--- src/rtl/ro_puf_sequencer.sv ---
// -----------------------------------------------------------------------------
// ro_puf_sequencer
//
// Sequences the ring-oscillator pair races that make up one PUF response.
// For every response bit the block selects a pair of oscillators derived from
// the latched challenge, holds the two edge counters cleared for CLR_CYC
// cycles, and then lets the selected oscillators run. Whichever counter pulses
// its finished line first decides the bit: counter A first gives 1, counter B
// first gives 0. Ties and timeouts resolve to 0 and raise the sticky err flag.
// Each result is shifted into the response word at index i, so bit 0 is the
// first measurement.
//
// Pair for bit i: sel_a = challenge + 2i, sel_b = challenge + 2i + 1, both
// wrapping modulo 2**SEL_W.
//
// Optional build macro: RO_PUF_TIE_RETRY_EN
//   When defined, a tie or timeout re-measures the same pair exactly once.
//   The retry result is used normally. A second tie/timeout gives bit 0 and
//   sets err. A successful retry leaves err untouched.
//   When undefined, a tie or timeout resolves at once to bit 0 with err set.
//
// Ports:
//   clk         in   system clock
//   rst         in   asynchronous reset, active low
//   start       in   begin a response generation (sampled only in IDLE)
//   challenge   in   base oscillator index, latched on an accepted start
//   finished_a  in   one-cycle pulse from counter A
//   finished_b  in   one-cycle pulse from counter B
//   sel_a       out  oscillator select for counter A
//   sel_b       out  oscillator select for counter B
//   ro_en       out  enables the selected oscillators
//   cnt_clr     out  holds both counters cleared while high
//   busy        out  high from accepted start until done
//   done        out  one-cycle pulse when the response is valid
//   response    out  response word, bit 0 = first measurement
//   err         out  sticky per run; set on tie or timeout
// -----------------------------------------------------------------------------
module ro_puf_sequencer #(
    parameter int SEL_W     = 4,
    parameter int RESP_BITS = 8,
    parameter int CLR_CYC   = 4,
    parameter int TIMEOUT   = 65535
) (
    input  logic                 clk,
    input  logic                 rst,
    input  logic                 start,
    input  logic [SEL_W-1:0]     challenge,
    input  logic                 finished_a,
    input  logic                 finished_b,
    output logic [SEL_W-1:0]     sel_a,
    output logic [SEL_W-1:0]     sel_b,
    output logic                 ro_en,
    output logic                 cnt_clr,
    output logic                 busy,
    output logic                 done,
    output logic [RESP_BITS-1:0] response,
    output logic                 err
);

    localparam int IDX_W = (RESP_BITS > 1) ? $clog2(RESP_BITS) : 1;
    localparam int CLR_W = (CLR_CYC > 1) ? $clog2(CLR_CYC) : 1;
    localparam int TMR_W = $clog2(TIMEOUT + 1);

    localparam logic [IDX_W-1:0] LAST_IDX = IDX_W'(RESP_BITS - 1);
    localparam logic [CLR_W-1:0] CLR_LAST = CLR_W'(CLR_CYC - 1);
    localparam logic [TMR_W-1:0] TMR_LAST = TMR_W'(TIMEOUT - 1);

    typedef enum logic [2:0] {
        IDLE,
        CLEAR,
        RUN,
        STORE,
        DONE
    } state_t;

    state_t             state_reg;
    logic [SEL_W-1:0]   chal_reg;
    logic [IDX_W-1:0]   bit_idx_reg;
    logic [CLR_W-1:0]   clr_cnt_reg;
    logic [TMR_W-1:0]   timer_reg;
    logic               bit_val_reg;
`ifdef RO_PUF_TIE_RETRY_EN
    logic               retry_used_reg;
`endif

    // Race outcome for the current RUN cycle.
    logic race_win;     // exactly one counter finished
    logic race_fail;    // tie, or last RUN cycle with no pulse at all

    always_comb begin
        race_win  = finished_a ^ finished_b;
        race_fail = (finished_a & finished_b)
                  | (~finished_a & ~finished_b & (timer_reg == TMR_LAST));
    end

    // Base oscillator of the pair for bit index idx; the offset is 2*idx and
    // the sum wraps modulo 2**SEL_W.
    function automatic logic [SEL_W-1:0] pair_base(
        input logic [SEL_W-1:0] base,
        input logic [IDX_W-1:0] idx
    );
        logic [SEL_W-1:0] offset;
        offset = SEL_W'({idx, 1'b0});
        return base + offset;
    endfunction

    always_ff @(posedge clk or negedge rst) begin
        if (!rst) begin
            state_reg      <= IDLE;
            chal_reg       <= '0;
            bit_idx_reg    <= '0;
            clr_cnt_reg    <= '0;
            timer_reg      <= '0;
            bit_val_reg    <= 1'b0;
`ifdef RO_PUF_TIE_RETRY_EN
            retry_used_reg <= 1'b0;
`endif
            sel_a          <= '0;
            sel_b          <= '0;
            ro_en          <= 1'b0;
            cnt_clr        <= 1'b1;
            busy           <= 1'b0;
            done           <= 1'b0;
            response       <= '0;
            err            <= 1'b0;
        end else begin
            case (state_reg)
                IDLE: begin
                    ro_en   <= 1'b0;
                    cnt_clr <= 1'b1;
                    done    <= 1'b0;
                    if (start) begin
                        chal_reg       <= challenge;
                        bit_idx_reg    <= '0;
                        clr_cnt_reg    <= '0;
                        timer_reg      <= '0;
`ifdef RO_PUF_TIE_RETRY_EN
                        retry_used_reg <= 1'b0;
`endif
                        response       <= '0;
                        err            <= 1'b0;
                        busy           <= 1'b1;
                        // Pair for bit 0 is presented from the first CLEAR cycle.
                        sel_a          <= challenge;
                        sel_b          <= challenge + SEL_W'(1);
                        state_reg      <= CLEAR;
                    end
                end

                CLEAR: begin
                    if (clr_cnt_reg == CLR_LAST) begin
                        // Release the counters and start the race together.
                        cnt_clr   <= 1'b0;
                        ro_en     <= 1'b1;
                        timer_reg <= '0;
                        state_reg <= RUN;
                    end else begin
                        clr_cnt_reg <= clr_cnt_reg + CLR_W'(1);
                    end
                end

                RUN: begin
                    timer_reg <= timer_reg + TMR_W'(1);
                    if (race_win) begin
                        ro_en       <= 1'b0;
                        cnt_clr     <= 1'b1;
                        bit_val_reg <= finished_a;
                        state_reg   <= STORE;
                    end else if (race_fail) begin
                        ro_en   <= 1'b0;
                        cnt_clr <= 1'b1;
`ifdef RO_PUF_TIE_RETRY_EN
                        if (!retry_used_reg) begin
                            // Re-measure the same pair; selects are untouched.
                            retry_used_reg <= 1'b1;
                            clr_cnt_reg    <= '0;
                            timer_reg      <= '0;
                            state_reg      <= CLEAR;
                        end else begin
                            bit_val_reg <= 1'b0;
                            err         <= 1'b1;
                            state_reg   <= STORE;
                        end
`else
                        bit_val_reg <= 1'b0;
                        err         <= 1'b1;
                        state_reg   <= STORE;
`endif
                    end
                end

                STORE: begin
                    response[bit_idx_reg] <= bit_val_reg;
                    timer_reg             <= '0;
`ifdef RO_PUF_TIE_RETRY_EN
                    retry_used_reg        <= 1'b0;
`endif
                    if (bit_idx_reg == LAST_IDX) begin
                        // done and the falling busy appear in the same cycle.
                        done      <= 1'b1;
                        busy      <= 1'b0;
                        state_reg <= DONE;
                    end else begin
                        bit_idx_reg <= bit_idx_reg + IDX_W'(1);
                        clr_cnt_reg <= '0;
                        sel_a       <= pair_base(chal_reg, bit_idx_reg + IDX_W'(1));
                        sel_b       <= pair_base(chal_reg, bit_idx_reg + IDX_W'(1))
                                       + SEL_W'(1);
                        state_reg   <= CLEAR;
                    end
                end

                DONE: begin
                    done      <= 1'b0;
                    state_reg <= IDLE;
                end

                default: begin
                    state_reg <= IDLE;
                    ro_en     <= 1'b0;
                    cnt_clr   <= 1'b1;
                    busy      <= 1'b0;
                    done      <= 1'b0;
                end
            endcase
        end
    end

endmodule

--- config.mk ---
export PLATFORM = sky130hd
export DESIGN_NAME = ro_puf_sequencer
export DESIGN_NICKNAME = d
export VERILOG_FILES = /design/src/rtl/ro_puf_sequencer.sv
export SDC_FILE = /design/constraint.sdc
export NUM_CORES = 1
export LEC_CHECK = 0
export CORE_UTILIZATION = 45
export CTS_BUF_LIST = sky130_fd_sc_hd__clkbuf_4 sky130_fd_sc_hd__clkbuf_8 sky130_fd_sc_hd__clkbuf_16
export DETAILED_ROUTE_END_ITERATION = 10
export PLACE_DENSITY = 0.66
export SKIP_LAST_GASP = 1
export SYNTH_ARGS = -nofsm -noshare
export SYNTH_HDL_FRONTEND = slang
export SYNTH_SLANG_ARGS = --single-unit
--- constraint.sdc ---
create_clock -name clk -period 3.7 [get_ports clk]
set_input_delay 0.74 -clock clk [delete_from_list [all_inputs] [get_ports clk]]
set_output_delay 0.74 -clock clk [all_outputs]
set_load 0.02 [all_outputs]
==> impl_results.md, run 1 <==
* Synth Flop Type: dfrtp_1
* CTS buffer count at 5
* Synth Net Count at 309
* Area delta synth->final at 15.7%
* Hold Slack at 0.479 ns
* Share of post-route cells with drive strength above 1 at 0.0696
* Final setup margin at 1.17 ns
* # resized after CTS at 0
* Largest family of logic cells by synthesized area: compound AO/OA/AOI/OAI gates
* Hold buffer count at cts at 0
* VDD IR max at 0.417 mV
* Clk pin slew, worst setup/hold paths at 0.10 ns
* Flop-to-flop setup slack at 1.45 ns
* Post-synthesis async set-or-reset flop share at 1.00
* Hold Crit Class: in2async
* Core area at 5640 um^2
* Clk_skew at 0.00857 ns
* Fin nets at 335
* Register area share after synthesis at 0.463
* Area of the multi-input gates at 1350 um^2
* Initial Util at 0.480
* Antenna viol nets, final at 0
* Final TNS setup at 0 ns
* Drt total wl at 5710 um
* DP Wirelength at 3960 um
* Cell area power density at 657 nW/um^2
* Leakage at 1.29 nW
* Clk root buf: clkbuf_8
* Reg2reg path depth at 5
* ANT cells at 0
* Worst Setup End Kind: register
* Synth area leader: dfrtp_1
* Die Area at 6330 um^2
* Post-CTS setup buffers at 0
* Count of cell types in the netlist at 49
* Clock Path Buffers at 2
* Gpl congestion at 0.823
* DRC at 0
* EDFF count, synth at 0
* H-tree depth at 2
* Vias per cell at 5.67
* Mapped cell area at 2710 um^2
* WS Path Type: in2reg
* First DRT Iteration DRCs at 152
* Tcrit/Tclk final at 0.682
* GRT Util Overall at 0.197
* Seq cells post-synth at 50
* Post-synthesis xor/xnor area fraction at 0.0162
* Synth Area in Adders at 0.0536
* Reg2reg end: sel_b[1]
* Worst EP arrival at 2.73 ns
* Largest net degree at the start of global routing at 33
* Slew Limit Fails at 0
* Vias at 2201
* Post-synthesis simple-gate area fraction at 0.183
* Yosys warns at 0
* DRT Pass-1 Iters at 4
* Max-slew headroom at 0.485
* Synthesized instance count at 289
* Max cap viols at 0
* Crit start category: input pin
* Die width at 79.6 um
* Initial antenna violation count at 0
* Critical Path Fanout Max at 14
* Final Hold Vio Count at 0
* Final setup vio count at 0
* Top achievable clock speed at 0.396 GHz
* Status: finished clean
* Share of the synthesized area in the top cell type at 0.453
* Mux contribution to synthesized area at 0.0407
* Number of fill cells in the layout at 526
* CTS tree: done
* WL per Instance at 14.7 um
* Cell Rows at 27
* Least-Margin Pin Slew at 0.769 ns
* Largest cells by area after synthesis: dfrtp_1 (45%), o21ai_0 (7.6%), ha_1 (4.6%)
* Reg2reg start: bit_idx_reg[0]
* First-pass GRT wire length at 9610 um
* Critical Path RT at 3.90 ns
* Num Clock Sinks at 50
* Chip height at 79.6 um
* Clk_lat worst skew at 0.32 ns
* Gr ovfl total at 0
* Register area at 1250 um^2
* Time the worst path needs with I/O delays and setup at 2.53 ns
* Pre-CTS setup slack at 0.844 ns
* Io pins at 30
* Mean Syn Cell Area at 9.36 um^2
* RSZ-0062 raised after global routing: false
* PortBufs at 29
* Compound-Gate Fraction of Synth Area at 0.205
* Max reg flops at 16
* Vias in the first global route at 2075
## worst max-delay path, stage by stage
cell and delay [ns]:
clkdlybuf4s50_1 0.59, or3b_2 0.50, a21oi_2 0.49, mux2_2 0.40
## cells in the final DEF, fill, tap and decap left out, types with 3 or more instances in the layout
| cell type | netlist | layout |
|---|---|---|
| o31ai_1 | 5 | 5 |
| or3_1 | 7 | 7 |
| nand3_1 | 10 | 10 |
| xnor2_1 | 4 | 4 |
| clkbuf_8 | 0 | 5 |
| and2_1 | 3 | 3 |
| nand3b_1 | 4 | 4 |
| clkdlybuf4s50_1 | 0 | 28 |
| and3_1 | 4 | 4 |
| or4_1 | 3 | 3 |
| and4_1 | 4 | 4 |
| a21oi_1 | 20 | 20 |
| mux2_2 | 8 | 8 |
| dfrtp_1 | 49 | 49 |
| inv_1 | 13 | 13 |
| nand4_1 | 5 | 5 |
| ha_1 | 10 | 10 |
| o21ai_0 | 41 | 41 |
| nand2b_1 | 3 | 3 |
| nand2_1 | 29 | 29 |
| a31oi_1 | 9 | 9 |
| nor2_1 | 14 | 14 |
## Yosys cell counts, types with 3 or more instances
cell type and n:
or4_1 3, mux2_2 8, a31oi_1 9, and2_1 3, o21ai_0 41, and3_1 4
nand4_1 5, nor2_1 14, and4_1 4, clkbuf_1 8, xnor2_1 4, o31ai_1 5
nand3b_1 4, nand2_1 29, nand2b_1 3, a21oi_1 20, or3_1 7, ha_1 10
inv_1 13, buf_2 3, nand3_1 10, dfrtp_1 49
## kinds of logic (layout without fill, tap and decap cells)
| group | Yosys count | in the layout |
|---|---|---|
| buf+inv | 25 | 52 |
| flops | 50 | 50 |
| compound gates | 94 | 94 |
| fa+ha+maj | 11 | 11 |
| xor+xnor | 5 | 5 |
| mux | 10 | 10 |
| simple gates | 94 | 94 |
## worst max-delay path by stage
stage                to            from  slack (ns)
4_1_cts        sel_b[1]           start        1.18
6_report       sel_b[1]           start        1.17
2_1_floorplan  sel_b[3]  bit_idx_reg[0]        1.63
5_1_grt        sel_a[2]           start        1.06
3_5_place_dp   sel_b[1]           start        0.84
3_3_place_gp   sel_b[2]           start        0.85
## final cells by class
type	count	share of cell area
Clock buffer	5	0.0220
Clock inverter	3	0.00679
Timing Repair Buffer	31	0.0959
Sequential cell	50	0.400
Tap cell	72	0.0288
Inverter	13	0.0156
Multi-Input combinational cell	214	0.431
## routing by layer
metal / GRT usage / part of all wire / vias to the layer above
li1: - / - / 1114
met1: 0.268 / 0.50 / 1043
met2: 0.305 / 0.45 / 36
met3: 0.0537 / 0.033 / 8
met4: 0.0600 / 0.013 / 0
met5: 0 / 0 / -
## power by group
| group | leakage [nW] | internal [mW] | switching (mW) |
|---|---|---|---|
| clock | 0.0441 | 0.133 | 0.196 |
| sequential | 0.642 | 0.686 | 0.141 |
| combinational | 0.601 | 0.413 | 0.490 |
## metrics by stage
step                 util  cell area [um^2]  power, mW  instances
global placement    0.539              3040       1.73        380
finish              0.555              3130       2.06        388
global route        0.555              3130       2.23        388
CTS                 0.555              3130       2.08        388
detailed placement  0.539              3040       1.74        380
floorplan               -              2710       1.45        289
Note: power is estimated with default switching activity, not from simulation.
==> run 2, diff against run 1 <==
==> constraint.sdc (replaced) <==
create_clock -name clk -period 2.6 [get_ports clk]
set_input_delay 0.52 -clock clk [delete_from_list [all_inputs] [get_ports clk]]
set_output_delay 0.52 -clock clk [all_outputs]
set_load 0.02 [all_outputs]
==> impl_results.md, run 2 (same netlist as run 1, synthesis figures left out) <==
* VDD IR max at 0.487 mV (+17%)
* Clk_skew at 0.00885 ns (+0.000278 ns)
* Worst Setup End Kind: register
* RSZ-0062 raised after global routing: false
* Max reg flops at 16 (unchanged)
* Final Hold Vio Count at 0 (unchanged)
* CP cell instances: inv_1 > ha_1 > fa_1 > xnor2_1 > xnor2_1 > xor2_1 > o311ai_0
* WS Path Type: reg2reg
* Met3 Track Usage GR at 0.0331 (-0.0206)
* DRC at 0 (unchanged)
* Worst EP arrival at 2.41 ns (-0.32 ns)
* Slew Limit Fails at 0 (unchanged)
* Gpl congestion at 0.791 (-3.8%)
* Die Area at 6330 um^2 (unchanged)
* GRT Util Overall at 0.204 (+0.00708)
* Pre-CTS setup slack at 0.129 ns (-0.715 ns)
* Least-Margin Pin Slew at 0.697 ns (-0.0721 ns)
* Final setup margin at 0.370 ns (-0.805 ns)
* Commonest non-fill, non-tap cell in the layout: dfrtp_1
* Gr ovfl total at 0 (unchanged)
* Clk_lat worst skew at 0.31 ns (about the same)
* CTS tree: done
* Cell Rows at 27 (unchanged)
* Critical Path Fanout Max at 10 (-4)
* Hold buffer count at cts at 0 (unchanged)
* Busiest grt layer: met2
* CP dominant cell by count: xnor2_1
* First DRT Iteration DRCs at 217 (+43%)
* Max cap viols at 0 (unchanged)
* DP Wirelength at 4210 um (+6.3%)
* ANT cells at 0 (unchanged)
* PortBufs at 29 (unchanged)
* Leakage at 1.35 nW (+4.9%)
* Post-CTS setup buffers at 0 (unchanged)
* Commonest non-fill, non-tap cells in the layout: dfrtp_1 (49), o21ai_0 (41), nand2_1 (29)
* Largest net degree at the start of global routing at 19 (-42%)
* Met2 Usage GRT at 0.332 (+0.0265)
* # resized after CTS at 0 (unchanged)
* Io pins at 30 (unchanged)
* Clk pin slew, worst setup/hold paths at 0.10 ns (about the same)
* Clock Path Buffers at 2 (unchanged)
* Die width at 79.6 um (unchanged)
* Vias per cell at 5.73 (+1.0%)
* Initial antenna violation count at 0 (unchanged)
* Final setup vio count at 0 (unchanged)
* Max-slew headroom at 0.533 (+0.0479)
* Final TNS setup at 0 ns (unchanged)
* Clk root buf: clkbuf_8
* Status: finished clean
* Worst path max stage delay at 0.54 ns (-0.05 ns)
* Chip height at 79.6 um (unchanged)
* Hold Crit Class: in2async
* Top achievable clock speed at 0.448 GHz
* Tcrit/Tclk final at 0.858
* Crit start category: register
* Share of post-route cells with drive strength above 1 at 0.0982 (+0.0285)
* H-tree depth at 2 (unchanged)
* Crit path buf inv count at 1 (unchanged)
* Critical path's top delay family: adder cells
* CP max stage cell: dfrtp_1
* CTS buffer count at 5 (unchanged)
* Time the worst path needs with I/O delays and setup at 2.23 ns
* Drt total wl at 5830 um (+2.1%)
* Vias at 2281 (+3.6%)
* Vias in the first global route at 2151 (+3.7%)
* Critical Path RT at 2.78 ns (-1.12 ns)
* Met1 Use GR at 0.276 (+0.00787)
* Area delta synth->final at 19.8%
* Fin nets at 345 (+3.0%)
* WL per Instance at 14.6 um (-0.50%)
* Antenna viol nets, final at 0 (unchanged)
* Core area at 5640 um^2 (unchanged)
* Num Clock Sinks at 50 (unchanged)
* First-pass GRT wire length at 10100 um (+5.1%)
* Cell area power density at 965 nW/um^2 (+47%)
* Initial Util at 0.480 (unchanged)
* DRT Pass-1 Iters at 4 (unchanged)
## run 2: layout make-up
type | count | area (um^2)
inverters | 13 | 48.8
clock buffers | 6 | 76.3
well taps | 72 | 90.1
flip-flops and latches | 50 | 1250
clock inverters | 2 | 37.5
fillers | 509 | 2400
multi-input cells | 214 | 1350
repair buffers | 41 | 388
## run 2: power by group
part	leakage, nW	internal (mW)	switching (mW)
Clock	0.0548	0.298	0.263
Combinational	0.654	0.679	0.736
Sequential	0.642	0.976	0.176
Total	1.35	1.95	1.17
## run 2: worst paths after layout
check                           slack (ns)        endpoint           start  depth (start not counted)
worst max-delay path                  0.37        sel_b[3]  bit_idx_reg[0]                          7
worst min-delay path                  0.12   timer_reg[12]             rst                          1
max in group asynchronous             1.89    timer_reg[2]             rst                          2
worst min register to register        0.50  clr_cnt_reg[0]  clr_cnt_reg[0]                          1
min in group clk                      0.50  clr_cnt_reg[0]  clr_cnt_reg[0]                          1
worst max register to register        0.37        sel_b[3]  bit_idx_reg[0]                          7
## run 2: worst reg2reg max path, delay by kind of cell, from the launching register on
family | cells | cell delay, ns
flops | 1 | 0.54
buf+inv | 1 | 0.20
compound gates | 1 | 0.30
xor+xnor | 3 | 0.46
fa+ha+maj | 2 | 0.62
## run 2: metal layers
layer / wire [um] / up-vias
met1: 2820 / 1116
met3: 174 / 2
met4: 8 / 0
met2: 2820 / 31
met5: 0 / -
li1: - / 1132
## run 2: through the flow
step,cells,power [mW],util,hold slack (ns),area [um^2]
3_3_place_gp,390,2.58,0.554,0.465,3130
6_report,398,3.13,0.575,0.117,3240
3_5_place_dp,390,2.59,0.554,0.472,3130
4_1_cts,398,3.16,0.575,0.130,3240
2_1_floorplan,289,2.06,-,0.224,2710
5_1_grt,398,3.37,0.575,0.135,3240
==> run 3, diff against run 2 <==
--- a/config.mk
+++ b/config.mk
@@ -6,7 +6,6 @@
 export NUM_CORES = 1
 export LEC_CHECK = 0
 export CORE_UTILIZATION = 45
-export CTS_BUF_LIST = sky130_fd_sc_hd__clkbuf_4 sky130_fd_sc_hd__clkbuf_8 sky130_fd_sc_hd__clkbuf_16
 export DETAILED_ROUTE_END_ITERATION = 10
 export PLACE_DENSITY = 0.66
 export SKIP_LAST_GASP = 1
==> impl_results.md, run 3 (same netlist as run 1, synthesis figures left out) <==
* Tcrit/Tclk final at 0.854 (-0.00313)
* Final core utilization at 0.574 (-0.000666)
* Clock Path Buffers at 2 (unchanged)
* Final Instance Area at 3240 um^2 (-0.12%)
* H-tree depth at 2 (unchanged)
* Die width at 79.6 um (unchanged)
* Least-Margin Pin Slew at 0.697 ns (-0.00000113 ns)
* Time the worst path needs with I/O delays and setup at 2.22 ns (-0.00813 ns)
* # resized after CTS at 0 (unchanged)
* Hold Crit Class: in2async
* Vias at 2274 (-0.31%)
* Initial antenna violation count at 0 (unchanged)
* ANT cells at 0 (unchanged)
* Worst path max stage delay at 0.54 ns (about the same)
* Critical Path Fanout Max at 10 (unchanged)
* CTS buffer count at 5 (unchanged)
* Num Clock Sinks at 50 (unchanged)
* Clk root buf: clkbuf_8
* First DRT Iteration DRCs at 215 (-0.92%)
* Clk_skew at 0.00937 ns (+0.000526 ns)
* PortBufs at 29 (unchanged)
* WS Path Type: reg2reg
* Total power at 3.12 mW (-0.27%)
* Worst EP arrival at 2.41 ns (about the same)
* Fin nets at 345 (unchanged)
* Final TNS setup at 0 ns (unchanged)
* Commonest non-fill, non-tap cells in the layout: dfrtp_1 (49), o21ai_0 (41), nand2_1 (29)
* Largest net degree at the start of global routing at 19 (unchanged)
* DP Wirelength at 4210 um (unchanged)
* Share of post-route cells with drive strength above 1 at 0.0951 (-0.00307)
* DRT Pass-1 Iters at 4 (unchanged)
* CTS tree: done
* Cell area power density at 963 nW/um^2 (-0.16%)
* Slew Limit Fails at 0 (unchanged)
* Clk pin slew, worst setup/hold paths at 0.09 ns (about the same)
* Vias in the first global route at 2168 (+0.79%)
* Flop-to-flop setup slack at 0.38 ns (about the same)
* Leakage at 1.35 nW (-0.25%)
* First-pass GRT wire length at 10200 um (+0.68%)
* CP dominant cell by count: xnor2_1
* Cell Rows at 27 (unchanged)
* Drt total wl at 5840 um (+0.17%)
* Max-slew headroom at 0.533 (about the same)
* Pre-CTS setup slack at 0.129 ns (unchanged)
* Commonest non-fill, non-tap cell in the layout: dfrtp_1
* Status: finished clean
* Chip height at 79.6 um (unchanged)
* Crit start category: register
* Core area at 5640 um^2 (unchanged)
* Worst Setup End Kind: register
* Final Non-Filler Cells at 398 (unchanged)
* Vias per cell at 5.71 (-0.31%)
* CP cell instances: inv_1 > ha_1 > fa_1 > xnor2_1 > xnor2_1 > xor2_1 > o311ai_0
* GRT Util Overall at 0.205 (+0.00123)
* WL per Instance at 14.7 um (+0.17%)
* Critical Path RT at 2.78 ns (about the same)
* Hold buffer count at cts at 0 (unchanged)
* RSZ-0062 raised after global routing: false
* Hold Slack at 0.116 ns (-0.00190 ns)
* Initial Util at 0.480 (unchanged)
* Io pins at 30 (unchanged)
* Top achievable clock speed at 0.450 GHz (+0.37%)
* Area post-placement at 3130 um^2 (unchanged)
* VDD IR max at 0.485 mV (-0.24%)
* Die Area at 6330 um^2 (unchanged)
* Final setup vio count at 0 (unchanged)
* CP max stage cell: dfrtp_1
* Final setup margin at 0.378 ns (+0.00813 ns)
* Max cap viols at 0 (unchanged)
* Antenna viol nets, final at 0 (unchanged)
* DRC at 0 (unchanged)
* Number of fill cells in the layout at 512 (+0.59%)
* Final Hold Vio Count at 0 (unchanged)
* Area delta synth->final at 19.6%
* Clk_lat worst skew at 0.31 ns (about the same)
* Post-CTS setup buffers at 0 (unchanged)
* Max reg flops at 16 (unchanged)
* Placed Cells at 390 (unchanged)
* Gr ovfl total at 0 (unchanged)
* Gpl congestion at 0.791 (unchanged)
[run 3: cell types whose count changed in the layout (fill, tap and decap cells not counted)]
cell / previous run / this run
clkbuf_1: 0 / 1
clkbuf_4: 1 / 0
[run 3: path summary, 6_finish.rpt]
path,to,cells past startpoint,start
worst max-delay path,sel_b[3],7,bit_idx_reg[0]
worst min-delay path,timer_reg[12],1,rst
worst max register to register,sel_b[3],7,bit_idx_reg[0]
worst min register to register,clr_cnt_reg[0],1,clr_cnt_reg[0]
max in group asynchronous,timer_reg[2],2,rst
min in group clk,clr_cnt_reg[0],1,clr_cnt_reg[0]
[run 3: layout make-up]
class	count	area [um^2]	area share
multi-input cells	214	1350	0.417
flip-flops and latches	50	1250	0.387
repair buffers	41	388	0.120
well taps	72	90.1	0.0278
clock buffers	6	72.6	0.0224
inverters	13	48.8	0.0151
clock inverters	2	37.5	0.0116
[run 3: metal layers]
metal  vias up  routed length [um]  global-route usage
li1       1130                   -                   -
met2        34                2780               0.336
met3        10                 162              0.0331
met1      1100                2800               0.276
met4         0                  97              0.0691
met5         -                   0                   0
[run 3: critical path: cells and delay by family, from the launching register on]
kind	cells	cell delay, ns
adder cells (fa/ha/maj)	2	0.61
AO/OA/AOI/OAI	1	0.30
XOR/XNOR	3	0.45
buffers and inverters	1	0.20
flip-flops	1	0.54
[run 3: power by group]
group / switching, mW / internal, mW
registers: 0.177 / 0.976
logic: 0.736 / 0.680
clock network: 0.264 / 0.287
total: 1.18 / 1.94
